File: src/rtl/wb_stage_if.sv
// Handshake/data bundle between MEM2, the write-back stage and its consumers.
// The slave modport is the write-back stage; the master modport is the environment around it.
interface wb_stage_if;
  logic        WB_Flush;
  logic        WB_Wr;
  logic        MEM2_Valid;
  logic [31:0] MEM2_ALUOut;
  logic [31:0] MEM2_PC;
  logic [31:0] MEM2_Instr;
  logic [1:0]  MEM2_WbSel;
  logic [4:0]  MEM2_Dst;
  logic [2:0]  MEM2_LoadType;
  logic [31:0] MEM2_OutB;
  logic [2:0]  MEM2_RegsWrType;
  logic [31:0] MEM_DMOut;
  logic [31:0] WB_Result;
  logic [4:0]  WB_Dst;
  logic [2:0]  WB_RegsWrType;
  logic [31:0] WB_PC;
  logic        WB_Valid;
  logic        RF_We;
  logic [4:0]  RF_Waddr;
  logic [31:0] RF_Wdata;
  logic [31:0] WB_RetireCnt;

  modport slave (
    input  WB_Flush, WB_Wr, MEM2_Valid, MEM2_ALUOut, MEM2_PC, MEM2_Instr, MEM2_WbSel,
           MEM2_Dst, MEM2_LoadType, MEM2_OutB, MEM2_RegsWrType, MEM_DMOut,
    output WB_Result, WB_Dst, WB_RegsWrType, WB_PC, WB_Valid, RF_We, RF_Waddr,
           RF_Wdata, WB_RetireCnt
  );

  modport master (
    output WB_Flush, WB_Wr, MEM2_Valid, MEM2_ALUOut, MEM2_PC, MEM2_Instr, MEM2_WbSel,
           MEM2_Dst, MEM2_LoadType, MEM2_OutB, MEM2_RegsWrType, MEM_DMOut,
    input  WB_Result, WB_Dst, WB_RegsWrType, WB_PC, WB_Valid, RF_We, RF_Waddr,
           RF_Wdata, WB_RetireCnt
  );
endinterface

File: src/rtl/wb_stage.sv
// Write-back stage: registers MEM2 plus the dbus read word, extracts/merges load data,
// selects the write-back value, drives the regfile port and counts retired instructions.
module wb_stage (
  input  logic       clk,
  input  logic       rst,
  wb_stage_if.slave  bus
);

  logic        valid_q;
  logic [31:0] alu_q;
  logic [31:0] pc_q;
  logic [31:0] outb_q;
  logic [31:0] dm_q;
  logic [1:0]  sel_q;
  logic [4:0]  dst_q;
  logic [2:0]  lt_q;
  logic [2:0]  rwt_q;
  logic [31:0] retire_cnt;

  logic [7:0]  byte_sel;
  logic [15:0] half_sel;
  logic [31:0] load_data;
  logic [31:0] result;

  // The read word is captured here so a stall never needs the cache to re-read.
  // The instruction word has no consumer past MEM2 decode, so it is not stored.
  always_ff @(posedge clk) begin
    if (rst || bus.WB_Flush) begin
      valid_q <= 1'b0;
      alu_q   <= 32'd0;
      pc_q    <= 32'd0;
      outb_q  <= 32'd0;
      dm_q    <= 32'd0;
      sel_q   <= 2'd0;
      dst_q   <= 5'd0;
      lt_q    <= 3'd0;
      rwt_q   <= 3'd0;
    end else if (bus.WB_Wr) begin
      valid_q <= bus.MEM2_Valid;
      alu_q   <= bus.MEM2_ALUOut;
      pc_q    <= bus.MEM2_PC;
      outb_q  <= bus.MEM2_OutB;
      dm_q    <= bus.MEM_DMOut;
      sel_q   <= bus.MEM2_WbSel;
      dst_q   <= bus.MEM2_Dst;
      lt_q    <= bus.MEM2_LoadType;
      rwt_q   <= bus.MEM2_RegsWrType;
    end
  end

  // Counted as the instruction leaves WB; a flushed instruction is discarded uncounted.
  always_ff @(posedge clk) begin
    if (rst) begin
      retire_cnt <= 32'd0;
    end else if (valid_q && bus.WB_Wr && !bus.WB_Flush) begin
      retire_cnt <= retire_cnt + 32'd1;
    end
  end

  always_comb begin
    byte_sel = dm_q[7:0];
    case (alu_q[1:0])
      2'd1:    byte_sel = dm_q[15:8];
      2'd2:    byte_sel = dm_q[23:16];
      2'd3:    byte_sel = dm_q[31:24];
      default: byte_sel = dm_q[7:0];
    endcase
    half_sel = alu_q[1] ? dm_q[31:16] : dm_q[15:0];
  end

  always_comb begin
    load_data = dm_q;
    case (lt_q)
      3'd1: load_data = {{24{byte_sel[7]}}, byte_sel};
      3'd2: load_data = {24'd0, byte_sel};
      3'd3: load_data = {{16{half_sel[15]}}, half_sel};
      3'd4: load_data = {16'd0, half_sel};
      3'd5: begin
        case (alu_q[1:0])
          2'd0:    load_data = {dm_q[7:0],  outb_q[23:0]};
          2'd1:    load_data = {dm_q[15:0], outb_q[15:0]};
          2'd2:    load_data = {dm_q[23:0], outb_q[7:0]};
          default: load_data = dm_q;
        endcase
      end
      3'd6: begin
        case (alu_q[1:0])
          2'd1:    load_data = {outb_q[31:24], dm_q[31:8]};
          2'd2:    load_data = {outb_q[31:16], dm_q[31:16]};
          2'd3:    load_data = {outb_q[31:8],  dm_q[31:24]};
          default: load_data = dm_q;
        endcase
      end
      default: load_data = dm_q;
    endcase
  end

  always_comb begin
    result = pc_q + 32'd8;
    case (sel_q)
      2'd1:    result = alu_q;
      2'd2:    result = outb_q;
      2'd3:    result = load_data;
      default: result = pc_q + 32'd8;
    endcase
  end

  // While stalled the same write repeats each cycle, which is harmless.
  assign bus.WB_Result     = result;
  assign bus.WB_Dst        = dst_q;
  assign bus.WB_RegsWrType = valid_q ? rwt_q : 3'd0;
  assign bus.WB_PC         = pc_q;
  assign bus.WB_Valid      = valid_q;
  assign bus.RF_We         = valid_q & rwt_q[2] & (dst_q != 5'd0);
  assign bus.RF_Waddr      = dst_q;
  assign bus.RF_Wdata      = result;
  assign bus.WB_RetireCnt  = retire_cnt;

endmodule

File: src/flat_wrapper.sv
// flat-port wrapper written by rule: the top's interface ports become plain ports
module wb_stage_flat 
  (clk, rst, bus_WB_Flush, bus_WB_Wr, bus_MEM2_Valid, bus_MEM2_ALUOut, bus_MEM2_PC, bus_MEM2_Instr, bus_MEM2_WbSel, bus_MEM2_Dst, bus_MEM2_LoadType, bus_MEM2_OutB, bus_MEM2_RegsWrType, bus_MEM_DMOut, bus_WB_Result, bus_WB_Dst, bus_WB_RegsWrType, bus_WB_PC, bus_WB_Valid, bus_RF_We, bus_RF_Waddr, bus_RF_Wdata, bus_WB_RetireCnt);
  wb_stage_if bus_i ();
  input  logic clk;
  input  logic rst;
  input wire logic [$bits(bus_i.WB_Flush)-1:0] bus_WB_Flush;
  input wire logic [$bits(bus_i.WB_Wr)-1:0] bus_WB_Wr;
  input wire logic [$bits(bus_i.MEM2_Valid)-1:0] bus_MEM2_Valid;
  input wire logic [$bits(bus_i.MEM2_ALUOut)-1:0] bus_MEM2_ALUOut;
  input wire logic [$bits(bus_i.MEM2_PC)-1:0] bus_MEM2_PC;
  input wire logic [$bits(bus_i.MEM2_Instr)-1:0] bus_MEM2_Instr;
  input wire logic [$bits(bus_i.MEM2_WbSel)-1:0] bus_MEM2_WbSel;
  input wire logic [$bits(bus_i.MEM2_Dst)-1:0] bus_MEM2_Dst;
  input wire logic [$bits(bus_i.MEM2_LoadType)-1:0] bus_MEM2_LoadType;
  input wire logic [$bits(bus_i.MEM2_OutB)-1:0] bus_MEM2_OutB;
  input wire logic [$bits(bus_i.MEM2_RegsWrType)-1:0] bus_MEM2_RegsWrType;
  input wire logic [$bits(bus_i.MEM_DMOut)-1:0] bus_MEM_DMOut;
  output wire logic [$bits(bus_i.WB_Result)-1:0] bus_WB_Result;
  output wire logic [$bits(bus_i.WB_Dst)-1:0] bus_WB_Dst;
  output wire logic [$bits(bus_i.WB_RegsWrType)-1:0] bus_WB_RegsWrType;
  output wire logic [$bits(bus_i.WB_PC)-1:0] bus_WB_PC;
  output wire logic [$bits(bus_i.WB_Valid)-1:0] bus_WB_Valid;
  output wire logic [$bits(bus_i.RF_We)-1:0] bus_RF_We;
  output wire logic [$bits(bus_i.RF_Waddr)-1:0] bus_RF_Waddr;
  output wire logic [$bits(bus_i.RF_Wdata)-1:0] bus_RF_Wdata;
  output wire logic [$bits(bus_i.WB_RetireCnt)-1:0] bus_WB_RetireCnt;
  assign bus_i.WB_Flush = bus_WB_Flush;
  assign bus_i.WB_Wr = bus_WB_Wr;
  assign bus_i.MEM2_Valid = bus_MEM2_Valid;
  assign bus_i.MEM2_ALUOut = bus_MEM2_ALUOut;
  assign bus_i.MEM2_PC = bus_MEM2_PC;
  assign bus_i.MEM2_Instr = bus_MEM2_Instr;
  assign bus_i.MEM2_WbSel = bus_MEM2_WbSel;
  assign bus_i.MEM2_Dst = bus_MEM2_Dst;
  assign bus_i.MEM2_LoadType = bus_MEM2_LoadType;
  assign bus_i.MEM2_OutB = bus_MEM2_OutB;
  assign bus_i.MEM2_RegsWrType = bus_MEM2_RegsWrType;
  assign bus_i.MEM_DMOut = bus_MEM_DMOut;
  assign bus_WB_Result = bus_i.WB_Result;
  assign bus_WB_Dst = bus_i.WB_Dst;
  assign bus_WB_RegsWrType = bus_i.WB_RegsWrType;
  assign bus_WB_PC = bus_i.WB_PC;
  assign bus_WB_Valid = bus_i.WB_Valid;
  assign bus_RF_We = bus_i.RF_We;
  assign bus_RF_Waddr = bus_i.RF_Waddr;
  assign bus_RF_Wdata = bus_i.RF_Wdata;
  assign bus_WB_RetireCnt = bus_i.WB_RetireCnt;
  wb_stage u_core (.clk(clk), .rst(rst), .bus(bus_i));
endmodule
File: config.mk
export PLATFORM = sky130hd
export DESIGN_NAME = wb_stage_flat
export DESIGN_NICKNAME = d
export VERILOG_FILES = /design/src/rtl/wb_stage_if.sv /design/src/rtl/wb_stage.sv /design/src/flat_wrapper.sv
export SDC_FILE = /design/constraint.sdc
export NUM_CORES = 1
export LEC_CHECK = 0
export BUFFER_PORTS_ARGS = -buffer_cell sky130_fd_sc_hd__buf_2
export CAP_MARGIN = 40
export CORE_ASPECT_RATIO = 0.75
export CORE_MARGIN = 5
export CORE_UTILIZATION = 45
export CTS_CLUSTER_DIAMETER = 200
export DETAILED_ROUTE_END_ITERATION = 10
export PLACE_DENSITY = 0.8
export SYNTH_ARGS = -nofsm -noshare
export SYNTH_HDL_FRONTEND = slang
export SYNTH_SLANG_ARGS = --single-unit
File: constraint.sdc
create_clock -name clk -period 2.4 [get_ports clk]
set_input_delay 0.12 -clock clk [delete_from_list [all_inputs] [get_ports clk]]
set_output_delay 0.12 -clock clk [all_outputs]
set_load 0.005 [all_outputs]
After elaboration in Yosys (flattened, before gate mapping)
Index checks and enable logic that the tools add are counted.

Register bits after elaboration: 174. Input port bits: 178. Logic and storage cells: 39.

$add $sub $neg: 2. Eq/ne operators: 12. Multiplexer cells: 7. Bitwise operators: 2. Reductions and logical operators: 6.

Operator list (number): $pmux W32 S3 (3); $pmux W32 S6 (1); $add A32 B1 Y32 const B (1); $add A32 B4 Y32 const B (1); $pmux W8 S3 (1); $mux W16 (1); $eq A3 B3 Y1 const B (3); $eq A2 B2 Y1 const B (4); $eq A3 B2 Y1 const B (2); $reduce_bool A5 Y1 (1); $eq A2 B1 Y1 const B (2); $eq A3 B1 Y1 const B (1); $mux W3 (1); $and A1 B1 Y1 (2); $logic_and A1 B1 Y1 (2); $logic_not A2 Y1 (1); $logic_not A1 Y1 (1); $logic_or A1 B1 Y1 (1).

Longest topological paths before layout
Depth in word-level cells: 4. Mapped depth: 10.

Worst setup path before layout
Ideal clock, no wire load.

Path type: reg2out. From: reg u_core.pc_q[3] (netlist: u_core.bus.WB_PC[3]). To: out bus_WB_Result[23]. Arrival: 1.906 ns. Data required time: 2.280 ns. Setup slack: 0.374 ns. Cell stages (with the launch flop): 9. Path buffers: 2. Cell sequence: dfxtp_1 -> ha_1 -> and4_1 -> buf_2 -> nand4_4 -> nor3_2 -> xnor2_1 -> a2111oi_2 -> buf_4.

Longest elaborated chain between the ends: 2.

RTL lines: start, declared (RTL line wb_stage.sv:11) `logic [31:0] pc_q;`; start signal, assigned (RTL line wb_stage.sv:41) `pc_q <= bus.MEM2_PC;`; $add A32 B4 Y32; $pmux W32 S3 (RTL line wb_stage.sv:100) `case (sel_q)`; end, declared (RTL line flat_wrapper.sv:19) `output wire logic [$bits(bus_i.WB_Result)-1:0] bus_WB_Result;`.

Every way passes these cells.

Worst setup path in the final report
From: reg u_core.pc_q[10] (netlist: u_core.bus.WB_PC[10]). To: out bus_WB_Result[26].

Same word-level chain as after synthesis.

==> impl_metrics.py <==
metrics = {
    "outcome": {
        "status": "complete, but fails checks",
        "violations": "negative setup slack",
    },
    "placed_design": {
        "io_buffers": 288,
        "placed_cells": 1699,
        "routabilityCongestion": 0.987,
        "dpl.hpwl_um": 27400,
        "dpl_cell_area_um2": 11900,
    },
    "clock_tree": {
        "cts.path.max_buffers": 2,
        "clk_pin_slew_worst_paths_ps": 70,
        "numClockSinks": 174,
        "root_buffer": "clkbuf_16",
        "clock_latency_ps": 450,
        "ctsHtreeMaxLevel": 4,
        "cts_inserted_buffers": 17,
        "cts_tree": "built",
    },
    "floorplan": {
        "die_x_um": 184,
        "die_area_um2": 25900,
        "placementRows": 47,
        "initial_core_util": 0.461,
        "die_h_um": 141,
        "io-pin-count": 321,
        "core_um2": 22200,
    },
    "synthesis": {
        "syn-num-nets": 1356,
        "synth.area.top_cells": "dfxtp_1 (34%), mux2i_1 (19%), nor2_1 (7.6%)",
        "synth.avg_cell_area_um2": 8.71,
        "yosys.area.top_type": "dfxtp_1",
        "ys_seq_area_frac": 0.340,
        "synth_ff_type": "dfxtp_1",
        "synth.distinct_cells": 73,
        "synth_top_area_frac": 0.340,
        "netlist_instances": 1176,
        "yosysWarnings": 0,
        "ys_ff_latch": 174,
        "netlist_area_um2": 10200,
        "synth-edff-count": 0,
        "ys_async_sr_fraction": 0,
    },
    "critical_path": {
        "crit_start": "u_core.bus.WB_PC[10]",
        "rrSetupSlack_ps": 420,
        "worstSetupStartpointType": "flop",
        "crit_required_ps": 2280,
        "crit_type": "flop to output pin",
        "r2r_start": "u_core.bus.WB_RetireCnt[0]",
        "reg2reg_depth": 6,
        "crit_fanout": 7,
        "cp-end-kind": "output pin",
        "cp.arrival_ps": 2590,
        "critPathCapture": "bus_WB_Result[26]",
        "rr_endpoint": "u_core.bus.WB_RetireCnt[28]",
    },
    "routing": {
        "dr_wl_met3_um": 5980,
        "drc": 0,
        "drtAntennaViolNets": 0,
        "firstDrtPassIters": 9,
        "vias": 11798,
        "dr_wl_met2_um": 19700,
        "wl_met1_um": 17500,
        "detail_route.iter0.violations": 1668,
        "wirelength_um": 45400,
        "vias_per_cell": 6.09,
        "top_layer": "met5",
        "wl_per_cell_um": 23.4,
    },
    "final_layout": {
        "final_util": 0.699,
        "fin_cells": 1938,
        "drive_above_1_share": 0.360,
        "fillers": 1547,
        "layout_common_cells": "buf_2 (287), nor2_1 (206), mux2i_1 (189)",
        "layout.nets": 1811,
        "area_growth_pct": 51.9,
        "final_cell_area_um2": 15500,
        "final_common_cell": "buf_2",
    },
    "timing": {
        "clock-skew-final_ps": 14.6,
        "timing_hold_violations_final": 0,
        "period_needed_ps": 2710,
        "rsz0062_at_grt": "yes",
        "final.setup.worst_slack_ps": -313,
        "finalCritPeriodShare": 1.13,
        "relSlewSlack": 0.368,
        "drv_slew": 0,
        "tns_ps": -4300,
        "worstMarginPinSlew_ps": 947,
        "setup_violations": 47,
        "fmaxAchievable_ghz": 0.369,
    },
    "power_and_ir_drop": {
        "p_int_uw": 5150,
        "clkPwrFrac": 0.379,
        "share_comb_of_total_power": 0.197,
        "pwr-share-seq": 0.425,
        "ir_drop_mv": 0.619,
        "swShare": 0.291,
        "powerDensity_nw_per_um2": 467,
        "power.total_uw": 7260,
        "leakage_uw": 0.00689,
        "p_sw_uw": 2120,
    },
    "global_route": {
        "overflow": 0,
        "antenna_found_initial": 1,
        "grt_pass1_wl_um": 62500,
        "grt_use_total": 0.305,
        "grt_max_degree": 134,
        "grt_pass1_vias": 10960,
    },
    "run": {
        "cap_viol_max_count": 0,
    },
    "hold_path": {
        "holdCritPathClass": "input port to flop",
    },
}
==> how the worst min path moves through the flow <==
stage / from / endpoint / slack [ps] / cells after the start
2_1_floorplan: bus_MEM2_RegsWrType[0] / u_core.rwt_q[0] / 270 / 2
3_3_place_gp: bus_MEM2_ALUOut[14] / u_core.alu_q[14] / 350 / 3
3_5_place_dp: bus_MEM_DMOut[17] / u_core.dm_q[17] / 360 / 3
4_1_cts: bus_WB_Wr / u_core.bus.RF_Waddr[3] / 50 / 3
5_1_grt: bus_WB_Wr / u_core.bus.RF_Waddr[2] / 70 / 3
6_report: bus_WB_Wr / u_core.bus.RF_Waddr[3] / 70 / 3
==> cells by family (layout without fill, tap and decap cells) <==
group / Yosys count / after routing / synth area share
mux: 221 / 221 / 0.221
simple gates: 385 / 385 / 0.179
xor+xnor: 54 / 54 / 0.0462
other cells: 0 / 1 / 0
flops: 174 / 174 / 0.340
compound gates: 205 / 205 / 0.142
fa+ha+maj: 2 / 2 / 0.00244
buf+inv: 135 / 602 / 0.0694
==> registers in the layout, indices dropped and copies added (netlist names) <==
| signal | flops |
|---|---|
| u_core.alu_q | 32 |
| u_core.rwt_q | 3 |
| u_core.bus.WB_Valid | 1 |
| u_core.dm_q | 32 |
| u_core.bus.WB_RetireCnt | 32 |
| u_core.sel_q | 2 |
| u_core.bus.RF_Waddr | 5 |
| u_core.lt_q | 3 |
| u_core.bus.WB_PC | 32 |
| u_core.outb_q | 32 |
==> routing by layer <==
metal	vias to the layer above	global-route usage
met4	2	0.0961
li1	5092	-
met2	923	0.466
met3	242	0.115
met5	-	0
met1	5539	0.402
==> Yosys cell counts (10+ instances only) <==
| cell type | count |
|---|---|
| buf_2 | 22 |
| mux2_2 | 20 |
| nand3_1 | 22 |
| nor2b_1 | 10 |
| o21ai_0 | 34 |
| a22oi_1 | 14 |
| buf_1 | 11 |
| o2bb2ai_1 | 12 |
| nand2_1 | 50 |
| o221ai_1 | 13 |
| mux2i_1 | 195 |
| xor2_1 | 27 |
| nand2b_1 | 19 |
| buf_4 | 47 |
| inv_1 | 12 |
| a211oi_1 | 11 |
| o22ai_1 | 12 |
| xnor2_1 | 27 |
| clkbuf_1 | 40 |
| a21oi_1 | 25 |
| nor2_1 | 206 |
| dfxtp_1 | 174 |
| nand4_1 | 22 |
| o211ai_1 | 20 |
==> repair_timing <==
action | in CTS | in global routing
gates cloned | 5 | 8
pin swaps | 26 | 33
endpoints found under the setup margin | 64 | 64
hold buffers | 142 | 0
setup buffers | 23 | 29
endpoints found under the hold margin | 142 | 0
resized for setup | 103 | 97
==> worst max-delay path: stages, from the launching register on <==
cell and delay, ps:
dfxtp_2 400, and4_4 310, nand2_1 250, nor4_2 540, xnor2_1 140, o211ai_1 300, buf_2 200
==> per-stage QoR <==
step | setup WS [ps] | hold slack, ps
final | -313 | 65.8
after global routing | -284 | 68.0
after CTS | -62.3 | 48.6
after detailed placement | -36.8 | 360
after global placement | -66.0 | 352
after floorplan | 374 | 267
==> power by group through the flow <==
stage	Sequential, µW	Clock (µW)	Combinational, µW
finish	3080	2750	1430
global route	3080	2880	1490
CTS	3070	2760	1240
detailed placement	3130	0	950
global placement	3130	0	937
floorplan	3090	0	600
==> cell type report <==
| type | instances | area [µm²] | share of cell area |
|---|---|---|---|
| Tap cell | 294 | 368 | 0.0237 |
| Clock buffer | 18 | 429 | 0.0276 |
| Inverter | 15 | 62.6 | 0.00402 |
| Antenna cell | 1 | 2.50 | 0.000161 |
| Timing Repair inverter | 1 | 5.00 | 0.000322 |
| Clock inverter | 13 | 129 | 0.00829 |
| Timing Repair Buffer | 555 | 4280 | 0.275 |
| Multi-Input combinational cell | 867 | 6750 | 0.434 |
| Sequential cell | 174 | 3520 | 0.227 |
(Power assumes the default switching activity.)
